===== src/rtl/led_cycle_pkg.sv =====
`default_nettype none
// ============================================================================
// Module  : led_cycle_pkg
// Brief   : Shared widths, speed-level type and step-period helper for the
//           LED chaser.
// Revision: 1.0 - initial release
// ============================================================================
package led_cycle_pkg;

    localparam int LED_W      = 16;
    localparam int BTN_W      = 5;
    localparam int NUM_LEVELS = 5;

    typedef logic [2:0] speed_level_t;

    // Each level is four times faster than the previous one, floored at one cycle.
    function automatic int period_for_level(input int base, input speed_level_t level);
        int p;
        p = base >> (2 * level);
        return (p < 1) ? 1 : p;
    endfunction

endpackage
`default_nettype wire


===== src/rtl/led_cycler_if.sv =====
`default_nettype none
// ============================================================================
// Module  : led_cycler_if
// Brief   : Board-side signal bundle: push-button levels in, LED drive out.
// Revision: 1.0 - initial release
// ============================================================================
interface led_cycler_if;
    import led_cycle_pkg::*;

    logic [BTN_W-1:0] buttons;
    logic [LED_W-1:0] led;

    modport master (output buttons, input led);
    modport slave  (input buttons, output led);

endinterface
`default_nettype wire


===== src/rtl/led_cycle_prescaler.sv =====
`default_nettype none
// ============================================================================
// Module  : led_cycle_prescaler
// Brief   : Step-rate counter; emits a one-cycle tick every period_for_level()
//           cycles and restarts whenever the speed level changes.
// Revision: 1.0 - initial release
// ============================================================================
module led_cycle_prescaler
    import led_cycle_pkg::*;
#(
    parameter int BASE_DIV = 12_500_000
) (
    input  logic         clk,
    input  logic         rst,
    input  speed_level_t level,
    input  logic         level_changed,
    output logic         tick
);

    localparam int CNT_W = (BASE_DIV > 1) ? $clog2(BASE_DIV) : 1;

    logic [CNT_W-1:0] cnt;
    logic [CNT_W-1:0] last_count;

    always_comb begin
        last_count = CNT_W'(period_for_level(BASE_DIV, level) - 1);
    end

    // A level change suppresses the tick so the new rate starts from a clean count.
    assign tick = !level_changed && (cnt == last_count);

    always_ff @(posedge clk) begin
        if (rst) begin
            cnt <= '0;
        end else if (level_changed || (cnt == last_count)) begin
            cnt <= '0;
        end else begin
            cnt <= cnt + 1'b1;
        end
    end

endmodule
`default_nettype wire


===== src/rtl/led_cycler.sv =====
`default_nettype none
// ============================================================================
// Module  : led_cycler
// Brief   : Single-LED chaser with button-selected speed. Define
//           LED_CYCLE_BOUNCE_EN for ping-pong motion instead of wrap-around.
// Revision: 1.0 - initial release
// ============================================================================
module led_cycler
    import led_cycle_pkg::*;
#(
    parameter int BASE_DIV = 12_500_000,
    parameter int LED_W    = 16
) (
    input  logic         clk,
    input  logic         rst,
    led_cycler_if.slave  io
);

    logic [BTN_W-1:0] sync_meta;
    logic [BTN_W-1:0] sync_btn;
    speed_level_t     next_level;
    speed_level_t     level;
    logic             level_changed;
    logic             tick;
    logic [LED_W-1:0] led;

    always_ff @(posedge clk) begin
        if (rst) begin
            sync_meta <= '0;
            sync_btn  <= '0;
        end else begin
            sync_meta <= io.buttons;
            sync_btn  <= sync_meta;
        end
    end

    // Highest pressed button wins; button 0 alone is the same as none.
    always_comb begin
        next_level = '0;
        casez (sync_btn)
            5'b1????: next_level = speed_level_t'(NUM_LEVELS - 1);
            5'b01???: next_level = 3'd3;
            5'b001??: next_level = 3'd2;
            5'b0001?: next_level = 3'd1;
            default:  next_level = 3'd0;
        endcase
    end

    assign level_changed = (next_level != level);

    always_ff @(posedge clk) begin
        if (rst) begin
            level <= '0;
        end else begin
            level <= next_level;
        end
    end

    led_cycle_prescaler #(
        .BASE_DIV      (BASE_DIV)
    ) u_prescaler (
        .clk           (clk),
        .rst           (rst),
        .level         (level),
        .level_changed (level_changed),
        .tick          (tick)
    );

`ifdef LED_CYCLE_BOUNCE_EN
    logic dir_right;

    // Direction flips on the step that leaves an end LED, so ends are never repeated.
    always_ff @(posedge clk) begin
        if (rst) begin
            led       <= LED_W'(1);
            dir_right <= 1'b0;
        end else if (tick) begin
            if (!dir_right) begin
                if (led[LED_W-1]) begin
                    dir_right <= 1'b1;
                    led       <= led >> 1;
                end else begin
                    led <= led << 1;
                end
            end else begin
                if (led[0]) begin
                    dir_right <= 1'b0;
                    led       <= led << 1;
                end else begin
                    led <= led >> 1;
                end
            end
        end
    end
`else
    always_ff @(posedge clk) begin
        if (rst) begin
            led <= LED_W'(1);
        end else if (tick) begin
            led <= {led[LED_W-2:0], led[LED_W-1]};
        end
    end
`endif

    assign io.led = led;

endmodule
`default_nettype wire


===== src/flat_wrapper.sv =====
// flat-port wrapper written by rule: the top's interface ports become plain ports
module led_cycler_flat import led_cycle_pkg::*;
#(
    parameter int BASE_DIV = 12_500_000,
    parameter int LED_W    = 16
)
  (clk, rst, io_buttons, io_led);
  led_cycler_if io_i ();
  input  logic clk;
  input  logic rst;
  input wire logic [$bits(io_i.buttons)-1:0] io_buttons;
  output wire logic [$bits(io_i.led)-1:0] io_led;
  assign io_i.buttons = io_buttons;
  assign io_led = io_i.led;
  led_cycler #(.BASE_DIV(BASE_DIV), .LED_W(LED_W)) u_core (.clk(clk), .rst(rst), .io(io_i));
endmodule

===== config.mk =====
export PLATFORM = sky130hd
export DESIGN_NAME = led_cycler_flat
export DESIGN_NICKNAME = d
export VERILOG_FILES = /design/src/rtl/led_cycle_pkg.sv /design/src/rtl/led_cycler_if.sv /design/src/rtl/led_cycle_prescaler.sv /design/src/rtl/led_cycler.sv /design/src/flat_wrapper.sv
export SDC_FILE = /design/constraint.sdc
export NUM_CORES = 1
export LEC_CHECK = 0
export CAP_MARGIN = 15
export CORE_MARGIN = 4
export CORE_UTILIZATION = 29
export CTS_BUF_LIST = sky130_fd_sc_hd__clkbuf_4 sky130_fd_sc_hd__clkbuf_8 sky130_fd_sc_hd__clkbuf_16
export CTS_CLUSTER_SIZE = 28
export DETAILED_ROUTE_END_ITERATION = 16
export PLACE_DENSITY = 0.49
export SLEW_MARGIN = 15
export SYNTH_ARGS = -nofsm -noshare
export SYNTH_HDL_FRONTEND = slang
export SYNTH_SLANG_ARGS = --single-unit

===== constraint.sdc =====
create_clock -name clk -period 7.2 [get_ports clk]
set_input_delay 1.44 -clock clk [delete_from_list [all_inputs] [get_ports clk]]
set_output_delay 1.44 -clock clk [all_outputs]
set_load 0.005 [all_outputs]

; Yosys cells after proc, flatten, opt, wreduce, memory -nomap -nowiden
; Index checks and enable logic that the tools add are counted.
[classes]
n_addsub = 2
n_lt_le_gt_ge = 1
n_eq_ne = 5
shift = 1
muxes = 2
reduce_logical = 4
[op_table]
columns = op, count
row1 = $lt A32 B2 Y1 const B, 1
row2 = $shr A24 B4 Y32 const A, 1
row3 = $add A24 B1 Y24 const B, 1
row4 = $eq A24 B24 Y1, 1
row5 = $mux W24, 1
row6 = $sub A24 B2 Y24 const B, 1
row7 = $pmux W3 S4, 1
row8 = $eq A4 B1 Y1 const B, 1
row9 = $eq A3 B1 Y1 const B, 1
row10 = $ne A3 B3 Y1, 1
row11 = $eq A2 B1 Y1 const B, 1
row12 = $reduce_or A2 Y1, 1
row13 = $logic_and A1 B1 Y1, 1
row14 = $logic_not A1 Y1, 1
row15 = $logic_or A1 B1 Y1, 1
[word_totals]
regBits = 53
inputBits = 7
output_inout_bits = 16
word_cells = 20

; Depth between registers and ports, before layout
; Gate-level depths: netlist of run 1.
[depth]
depth_word = 7
mapped_depth = 12
mapped_depth_nobuf = 9

; By module
; A second synthesis of run 1 with hierarchy kept.
[hier_totals]
hier_cells = 303
hier_area_um2 = 2655.0
[by_module_without_submodules]
columns = module, n_inst, cells_per_inst, area_each_um2, seq_area_each_um2
row1 = led_cycle_prescaler, 1, 217, 1706.6, 480.5
row2 = led_cycler, 1, 86, 948.4, 540.5

; Worst setup path before layout of run 1
; Ideal clock, no wire load.
[synth_timing]
kind = flip-flop to flip-flop
startpoint = reg u_core.level[1]
endpoint = reg u_core.led[10] (netlist: u_core.io.led[10])
setup_ps = 72
arrival_time_ps = 2736
t_required_ps = 7128
path_slack_ps = 4392
stages_incl_launch_ff = 12
n_path_buf = 3
period_less_slack_ps = 2808
path_cell_list = dfxtp_1 buf_2 inv_1 ha_1 buf_2 a21oi_1 a32o_1 nor3_1 o211ai_1 nor4_4 buf_6 mux2i_1
[synth_via]
elab_chain_cells = 6
word_cells_on_any_way = 8
classes_between = 1 x add/sub / 1 x order compare / 2 x eq/ne / 1 x shift / 1 x mux / 2 x reduce/logical
[synth_rtl]
columns = element, line
row1 = "start, declared", led_cycler.sv:22  ; speed_level_t level;
row2 = "start signal, assigned", led_cycler.sv:55  ; level <= next_level;
row3 = $shr A24 B4 Y32, led_cycle_pkg.sv:19  ; p = base >> (2 * level);
row4 = $lt A32 B2 Y1, led_cycle_pkg.sv:20  ; return (p < 1) ? 1 : p;
row5 = $mux W24, led_cycle_pkg.sv:20
row6 = $sub A24 B2 Y24, led_cycle_prescaler.sv:26  ; last_count = CNT_W'(period_for_level(BASE_DIV, level) - 1);
row7 = $eq A24 B24 Y1, led_cycle_prescaler.sv:30  ; assign tick = !level_changed && (cnt == last_count);
row8 = $logic_and A1 B1 Y1 (*), led_cycle_prescaler.sv:30
row9 = "end signal, assigned", led_cycler.sv:100  ; led <= {led[LED_W-2:0], led[LED_W-1]};
row10 = "end, declared", led_cycler.sv:25  ; logic [LED_W-1:0] led;
; Mark *: on every way between the ends. The rest lies on a longest branch, timed or not.
; A chain may end at the register's enable or synchronous reset.

; Worst setup path in the final report of run 1
[layout_timing]
startpoint = reg u_core.level[1]
endpoint = reg u_core.u_prescaler.cnt[6]
[layout_via]
elab_chain_cells = 7
word_cells_on_any_way = 8
classes_between = 1 x add/sub / 1 x order compare / 2 x eq/ne / 1 x shift / 1 x mux / 2 x reduce/logical
[layout_rtl]
columns = element, line
row1 = $shr A24 B4 Y32, led_cycle_pkg.sv:19
row2 = $lt A32 B2 Y1, led_cycle_pkg.sv:20
row3 = $mux W24, led_cycle_pkg.sv:20
row4 = $sub A24 B2 Y24, led_cycle_prescaler.sv:26
row5 = $eq A24 B24 Y1, led_cycle_prescaler.sv:35  ; end else if (level_changed || (cnt == last_count)) begin
row6 = $logic_or A1 B1 Y1 (*), led_cycle_prescaler.sv:35
row7 = $reduce_or A2 Y1 (no line) (*), --
row8 = "end signal, assigned", led_cycle_prescaler.sv:38  ; cnt <= cnt + 1'b1;
row9 = "end, declared", led_cycle_prescaler.sv:22  ; logic [CNT_W-1:0] cnt;
; Marks and branches as above.

==> impl_metrics.yaml, run 1 <==
power:
  powerDensity_nw_per_um2: 162.0
  switching_share_pct: 26.53
  clock_power_share_pct: 34.4
  share_comb_of_total_power_pct: 8.8
  vdd_drop_max_mv: 0.07246
  design_power_total_mw: 0.5129
  leakagePower_nw: 1.054
  switching_power_mw: 0.1361
  internal_power_mw: 0.3769
  p_seq_share_pct: 56.8
clock_network:
  ctsResizeCount: 0
  hold_buf_count_cts: 0
  tritoncts: "done"
  clock_tree.buffer_depth: 2
  number_of_buffers_created_by_cts: 5
  clkTransAtPathRegs_ns: 0.10
  clock_insertion_delay_at_the_later_pin_of_the_skew_report_ns: 0.31
  clock_sinks: 51
  ctsHtreeMaxLevel: 2
  root_buffer_cell: "sky130_fd_sc_hd__clkbuf_8"
  post-cts-setup-buffers: 0
yosys:
  synth_area_in_xor_xnor_pct: 10.88
  yosys_register_bits: 51
  synth-warning-count: 0
  synthAdderAreaFrac_pct: 2.697
  syn-mean-instance-area_um2: 8.894
  mappedNetlistNets: 326
  fraction_of_synthesis_flops_using_an_asynchronous_set_or_reset_pin_pct: 0
  synth_simple_gate_area_share_pct: 27.73
  synth_top_area_share_pct: 36.67
  area_fraction_in_compound_gates_after_synthesis_pct: 10.43
  synth_area_leaders: "sky130_fd_sc_hd__dfxtp_1 37%, sky130_fd_sc_hd__mux2i_1 6.1%, sky130_fd_sc_hd__nor2_1 5.5%"
  synth_edf_count: 0
  synthDominantAreaCellType: "sky130_fd_sc_hd__dfxtp_1"
  synth_sequential_area_ratio_pct: 36.67
  netlist-cell-type-count: 53
  muxShareOfSynthArea_pct: 6.517
  netlist_area_pre_place_um2: 2784
  ys.flop_type: "sky130_fd_sc_hd__dfxtp_1"
  largest_family_of_logic_cells_by_synthesized_area: "simple AND/OR/NAND/NOR gates"
  postSynthCellCount: 313
routing:
  drt_pass_1_iters: 4
  total_number_of_vias: 2166
  drt_drc: 0
  vias_per_cell: 4.771
  detail_route.wl_per_cell_um: 13.26
  wl_um: 6020
  dr.first_iter.drc_count: 90
  detail-route-antenna-nets: 0
die:
  placeableCoreArea_um2: 9284
  fp-row-count: 35
  design.portCount: 23
  die_width_um: 106.0
  dieHeight_um: 106.0
  initial_cell_density_of_the_core_pct: 29.99
  floorplan.die_area_um2: 11230
timing:
  finalSetupTns_ns: 0
  fmaxAchievable_mhz: 265.9
  period_needed_ns: 3.761
  finalCritPeriodShare_pct: 52.24
  timing.final.setup_violations: 0
  slew_headroom_pct: 33.82
  finalHoldViolCount: 0
  finalMaxSlewViolations: 0
  rsz0062_at_grt: "no"
  fin_worst_skew_ns: 0.007477
  worst_slew_pin_slew_ns: 0.9913
  whs_ns: 0.4443
finish:
  final_net_count: 337
  p_r_area_growth_vs_syn_pct: 13.71
  layout.cells.most_common: "sky130_fd_sc_hd__dfxtp_1"
  final_util_pct: 34.10
  final_layout_size_suffix_gt1_share_pct: 5.231
  final_cell_mix: "51 x sky130_fd_sc_hd__dfxtp_1, 41 x sky130_fd_sc_hd__nor2_1, 21 x sky130_fd_sc_hd__clkdlybuf4s50_1"
  diodes: 0
global_route:
  met3_usage_grt_pct: 2.914
  grt_most_used_layer: "met2"
  grt_start_max_net_pins: 32
  gr-total-overflow: 0
  groute.usage.overall_pct: 11.14
  first_pass_grt_wire_length_um: 10340
  grt_antenna_before_repair: 0
  globalRouteMet2Util_pct: 17.26
  via_count_of_the_first_global_routing_pass: 2140
  met1_usage_pct: 15.18
run_status:
  outcome: "complete, no violations"
critical_path:
  r2r_end: "u_core.u_prescaler.cnt[6]"
  critical_path_arrival_ns: 3.98
  critical_path.endpoint_type: "register"
  worst_ep_required_time_ns: 7.42
  worstSetupStartpointType: "register"
  critical_path.max_fanout: 15
  timing_worst_setup_path_type: "register to register"
  worst_setup_path_startpoint: "u_core.level[1]"
  regToRegSetupSlack_ns: 3.44
  crit-reg2reg-launch: "u_core.level[1]"
  ff2ff_path_depth: 9
  worstSetupEndpoint: "u_core.u_prescaler.cnt[6]"
min_path:
  timing.hold.worst.class: "register to register"
place:
  dpl.hpwl_um: 4276
  placement.io_buffers: 21
  place_congestion: 0.8460
job:
  maxCapViolations: 0
==> stage by stage <==
step | instance area [µm²] | worst slack (ns) | std cells
6_report | 3166 | 3.439 | 454
2_1_floorplan | 2784 | 4.392 | 313
5_1_grt | 3166 | 3.098 | 454
3_3_place_gp | 3074 | 3.424 | 446
3_5_place_dp | 3074 | 3.403 | 446
4_1_cts | 3166 | 3.384 | 454
==> how the worst min path moves through the flow <==
stage	slack (ns)	cells after the start	endpoint	from
after floorplan	0.41	1	u_core.sync_btn[1]	u_core.sync_meta[1]
after global placement	0.42	1	u_core.sync_btn[4]	u_core.sync_meta[4]
after detailed placement	0.43	1	u_core.sync_btn[1]	u_core.sync_meta[1]
after CTS	0.45	1	u_core.sync_btn[1]	u_core.sync_meta[1]
after global routing	0.47	1	u_core.sync_btn[2]	u_core.sync_meta[2]
final	0.44	1	u_core.sync_btn[4]	u_core.sync_meta[4]
==> cell families after synthesis <==
logic type,count (synthesis)
adders and majority gates,6
buffers and inverters,27
and+or+nand+nor,139
DFF,51
xor gates and xnor gates,33
AOI/OAI and AO/OA,39
muxes,18
==> power groups by stage <==
stage / clock network (mW) / logic (mW) / registers [mW]
after floorplan: 0 / 0.0366 / 0.295
after CTS: 0.186 / 0.0458 / 0.292
after global placement: 0 / 0.0454 / 0.298
final: 0.176 / 0.0451 / 0.291
after global routing: 0.193 / 0.0506 / 0.293
after detailed placement: 0 / 0.0456 / 0.298
==> layer usage <==
metal / part of all wire, % / wire length (µm)
met1: 49 / 2977
met2: 44 / 2630
met3: 5.4 / 328
met4: 1.4 / 84
met5: 0 / 0
==> Yosys cell counts, drive strengths merged (2+ instances only) <==
cell	instances
dfxtp	51
nor2	41
nand2b	18
mux2i	17
xor2	17
nor2b	15
xnor2	15
a21oi	12
clkbuf	11
nand2	11
nand3	10
buf	9
nor3	8
and3	7
inv	7
nand4	7
ha	6
nor3b	5
nor4	4
nand3b	3
o211ai	3
o21a	3
o21ai	3
o221ai	3
nor4b	2
o41ai	2
or2	2
==> sequential cells by signal (all words and copies together), names as in the netlist <==
name	count
u_core.io.led	16
u_core.level	3
u_core.sync_btn	4
u_core.sync_meta	4
u_core.u_prescaler.cnt	24
==> critical path, cell delays in order (launching register included) <==
cell                        delay [ns]
sky130_fd_sc_hd__dfxtp_1          0.67
sky130_fd_sc_hd__inv_1            0.27
sky130_fd_sc_hd__ha_1             0.64
sky130_fd_sc_hd__nor4b_2          0.40
sky130_fd_sc_hd__xnor2_1          0.16
sky130_fd_sc_hd__and3_1           0.19
sky130_fd_sc_hd__o2111ai_1        0.18
sky130_fd_sc_hd__o41ai_4          0.78
sky130_fd_sc_hd__buf_4            0.31
sky130_fd_sc_hd__nor2_1           0.06
==> area by class of cell <==
type,instances,area (µm²)
flip-flops and latches,51,1021
repair buffers,24,232.7
multi-input cells,235,1633
well taps,129,161.4
inverters,7,26.28
fillers,1008,6118
clock buffers,5,68.82
clock inverters,3,22.52
No activity file was read; power rests on OpenSTA's default activity.
==> run 2: changes to the inputs <==
==> constraint.sdc (replaced) <==
create_clock -name clk -period 3.5 [get_ports clk]
set_input_delay 0.7 -clock clk [delete_from_list [all_inputs] [get_ports clk]]
set_output_delay 0.7 -clock clk [all_outputs]
set_load 0.005 [all_outputs]
==> run 2 against run 1 <==
  * First-iteration DRC count grew 42%
  * Worst setup slack lost 3.1 ns
  * Sequential share of layout area shrank 0.30 points
  * Final cell count grew 0.88%
  * Critical path depth is the same
  * Via count shrank 0.23%
  * Largest cell class unchanged
  * Largest power group unchanged
==> impl_metrics.yaml, run 2 (synthesis gave the netlist of run 1 again) <==
run_status:
  outcome: "complete, no violations"
finish:
  fillerInstances: 1024
  final_layout_size_suffix_gt1_share_pct: 6.383
  multiInputGateArea_um2: 1633
  diodes: 0
  p_r_area_growth_vs_syn_pct: 14.79
  final_cell_count_no_fill: 458
  final_net_count: 341
  registers.top_by_ff_count: "u_core.u_prescaler.cnt"
  seq_area_um2: 1021
  final_cell_mix: "51 x sky130_fd_sc_hd__dfxtp_1, 41 x sky130_fd_sc_hd__nor2_1, 21 x sky130_fd_sc_hd__clkdlybuf4s50_1"
  max_reg_flops: 24
  layout_top_registers: "u_core.u_prescaler.cnt: 24 flops, u_core.io.led: 16 flops"
  layout.cells.most_common: "sky130_fd_sc_hd__dfxtp_1"
clock_network:
  ctsHtreeMaxLevel: 2
  number_of_buffers_created_by_cts: 5
  tritoncts: "done"
  clock_insertion_delay_at_the_later_pin_of_the_skew_report_ns: 0.31
  hold_buf_count_cts: 0
  clkTransAtPathRegs_ns: 0.10
  ctsResizeCount: 0
  post-cts-setup-buffers: 0
  clock_tree.buffer_depth: 2
  clock_sinks: 51
  root_buffer_cell: "sky130_fd_sc_hd__clkbuf_8"
place:
  placement.io_buffers: 21
  place.detailed.instances: 450
  worst_slack_after_detailed_placement_ns: 0.3396
  place_congestion: 0.8546
  dpl.hpwl_um: 4321
routing:
  drt_drc: 0
  total_number_of_vias: 2161
  drt_pass_1_iters: 4
  dr.first_iter.drc_count: 128
  vias_per_cell: 4.718
  wl_um: 5911
  detail_route.wl_per_cell_um: 12.91
  detail-route-antenna-nets: 0
die:
  initial_cell_density_of_the_core_pct: 29.99
  placeableCoreArea_um2: 9284
  design.portCount: 23
  dieHeight_um: 106.0
  die_width_um: 106.0
  fp-row-count: 35
  floorplan.die_area_um2: 11230
timing:
  finalHoldViolCount: 0
  fin_worst_skew_ns: 0.007294
  timing.final.setup_violations: 0
  slew_headroom_pct: 52.56
  finalCritPeriodShare_pct: 90.80
  whs_ns: 0.4428
  finalSetupTns_ns: 0
  worst_slew_pin_slew_ns: 0.7051
  fmaxAchievable_mhz: 314.7
  period_needed_ns: 3.178
  finalMaxSlewViolations: 0
  fin_ws_ns: 0.3219
  rsz0062_at_grt: "no"
critical_path:
  path_cells: "inv_1, ha_1, nor2b_1, mux2i_1, xnor2_1, nand3_1, o41ai_4, buf_4, nor2_1"
  worst_setup_path_startpoint: "u_core.level[0]"
  critPathMaxStageDelay_ns: 0.55
  worstSetupEndpoint: "u_core.u_prescaler.cnt[4]"
  timing_worst_setup_path_type: "register to register"
  worst-path-stages: 9
  critical_path.max_fanout: 11
  critical_path.endpoint_type: "register"
  critical_path.top_delay_family: "simple AND/OR/NAND/NOR gates"
  r2r_end: "u_core.u_prescaler.cnt[4]"
  critical_path_buf_inv_count: 2
  critPathSlowestCell: "sky130_fd_sc_hd__dfxtp_1"
  crit-reg2reg-launch: "u_core.level[0]"
  worst_ep_required_time_ns: 3.70
  critical_path_arrival_ns: 3.38
  regToRegSetupSlack_ns: 0.32
  worstSetupStartpointType: "register"
  ff2ff_path_depth: 9
min_path:
  timing.hold.worst.class: "register to register"
global_route:
  first_pass_grt_wire_length_um: 10090
  via_count_of_the_first_global_routing_pass: 2112
  groute.usage.overall_pct: 10.94
  gr-total-overflow: 0
  grt_antenna_before_repair: 0
  grt_start_max_net_pins: 31
power:
  powerDensity_nw_per_um2: 328.4
  vdd_drop_max_mv: 0.2104
  leakagePower_nw: 1.074
job:
  maxCapViolations: 0
[run 2: changes by cell type in the layout (fill, tap and decap cells not counted)]
| cell | change |
|---|---|
| sky130_fd_sc_hd__buf_4 | +4 |
| sky130_fd_sc_hd__inv_6 | -1 |
| sky130_fd_sc_hd__clkinv_4 | +1 |
[run 2: cell type report]
cell class / count / share of cell area [%]
clock buffers: 5 / 2.153
repair buffers: 28 / 8.222
inverters: 7 / 0.8222
flip-flops and latches: 51 / 31.95
multi-input cells: 235 / 51.10
well taps: 129 / 5.051
clock inverters: 3 / 0.7048
[run 2: worst min path at each step]
| stage | from | end | slack, ns | depth (start not counted) |
|---|---|---|---|---|
| finish | u_core.sync_meta[4] | u_core.sync_btn[4] | 0.44 | 1 |
| global route | u_core.sync_meta[1] | u_core.sync_btn[1] | 0.46 | 1 |
| CTS | u_core.sync_meta[3] | u_core.sync_btn[3] | 0.45 | 1 |
| detailed placement | u_core.sync_meta[3] | u_core.sync_btn[3] | 0.42 | 1 |
| global placement | u_core.sync_meta[4] | u_core.sync_btn[4] | 0.42 | 1 |
| floorplan | u_core.sync_meta[1] | u_core.sync_btn[1] | 0.41 | 1 |
[run 2: report_power, final]
| part | switching (mW) | internal (mW) | total (mW) |
|---|---|---|---|
| clock | 0.208 | 0.144 | 0.352 |
| sequential | 0.0102 | 0.587 | 0.598 |
| combinational | 0.0539 | 0.0458 | 0.0997 |
[run 2: routing by layer]
layer  global-route usage, %  wire length [µm]  vias to the layer above
met1                   14.67              2883                      979
met4                   3.978               104                        0
met2                   16.99              2600                       55
met5                       0                 0                        -
li1                        -                 -                     1116
met3                   2.732               322                       11
[run 2: through the flow]
stage	util, %	total power, mW	instance area (µm²)
final	34.42	1.049	3196
after global routing	34.42	1.100	3196
after floorplan	-	0.6821	2784
after CTS	34.42	1.067	3196
after global placement	33.44	0.7110	3104
after detailed placement	33.44	0.7112	3104
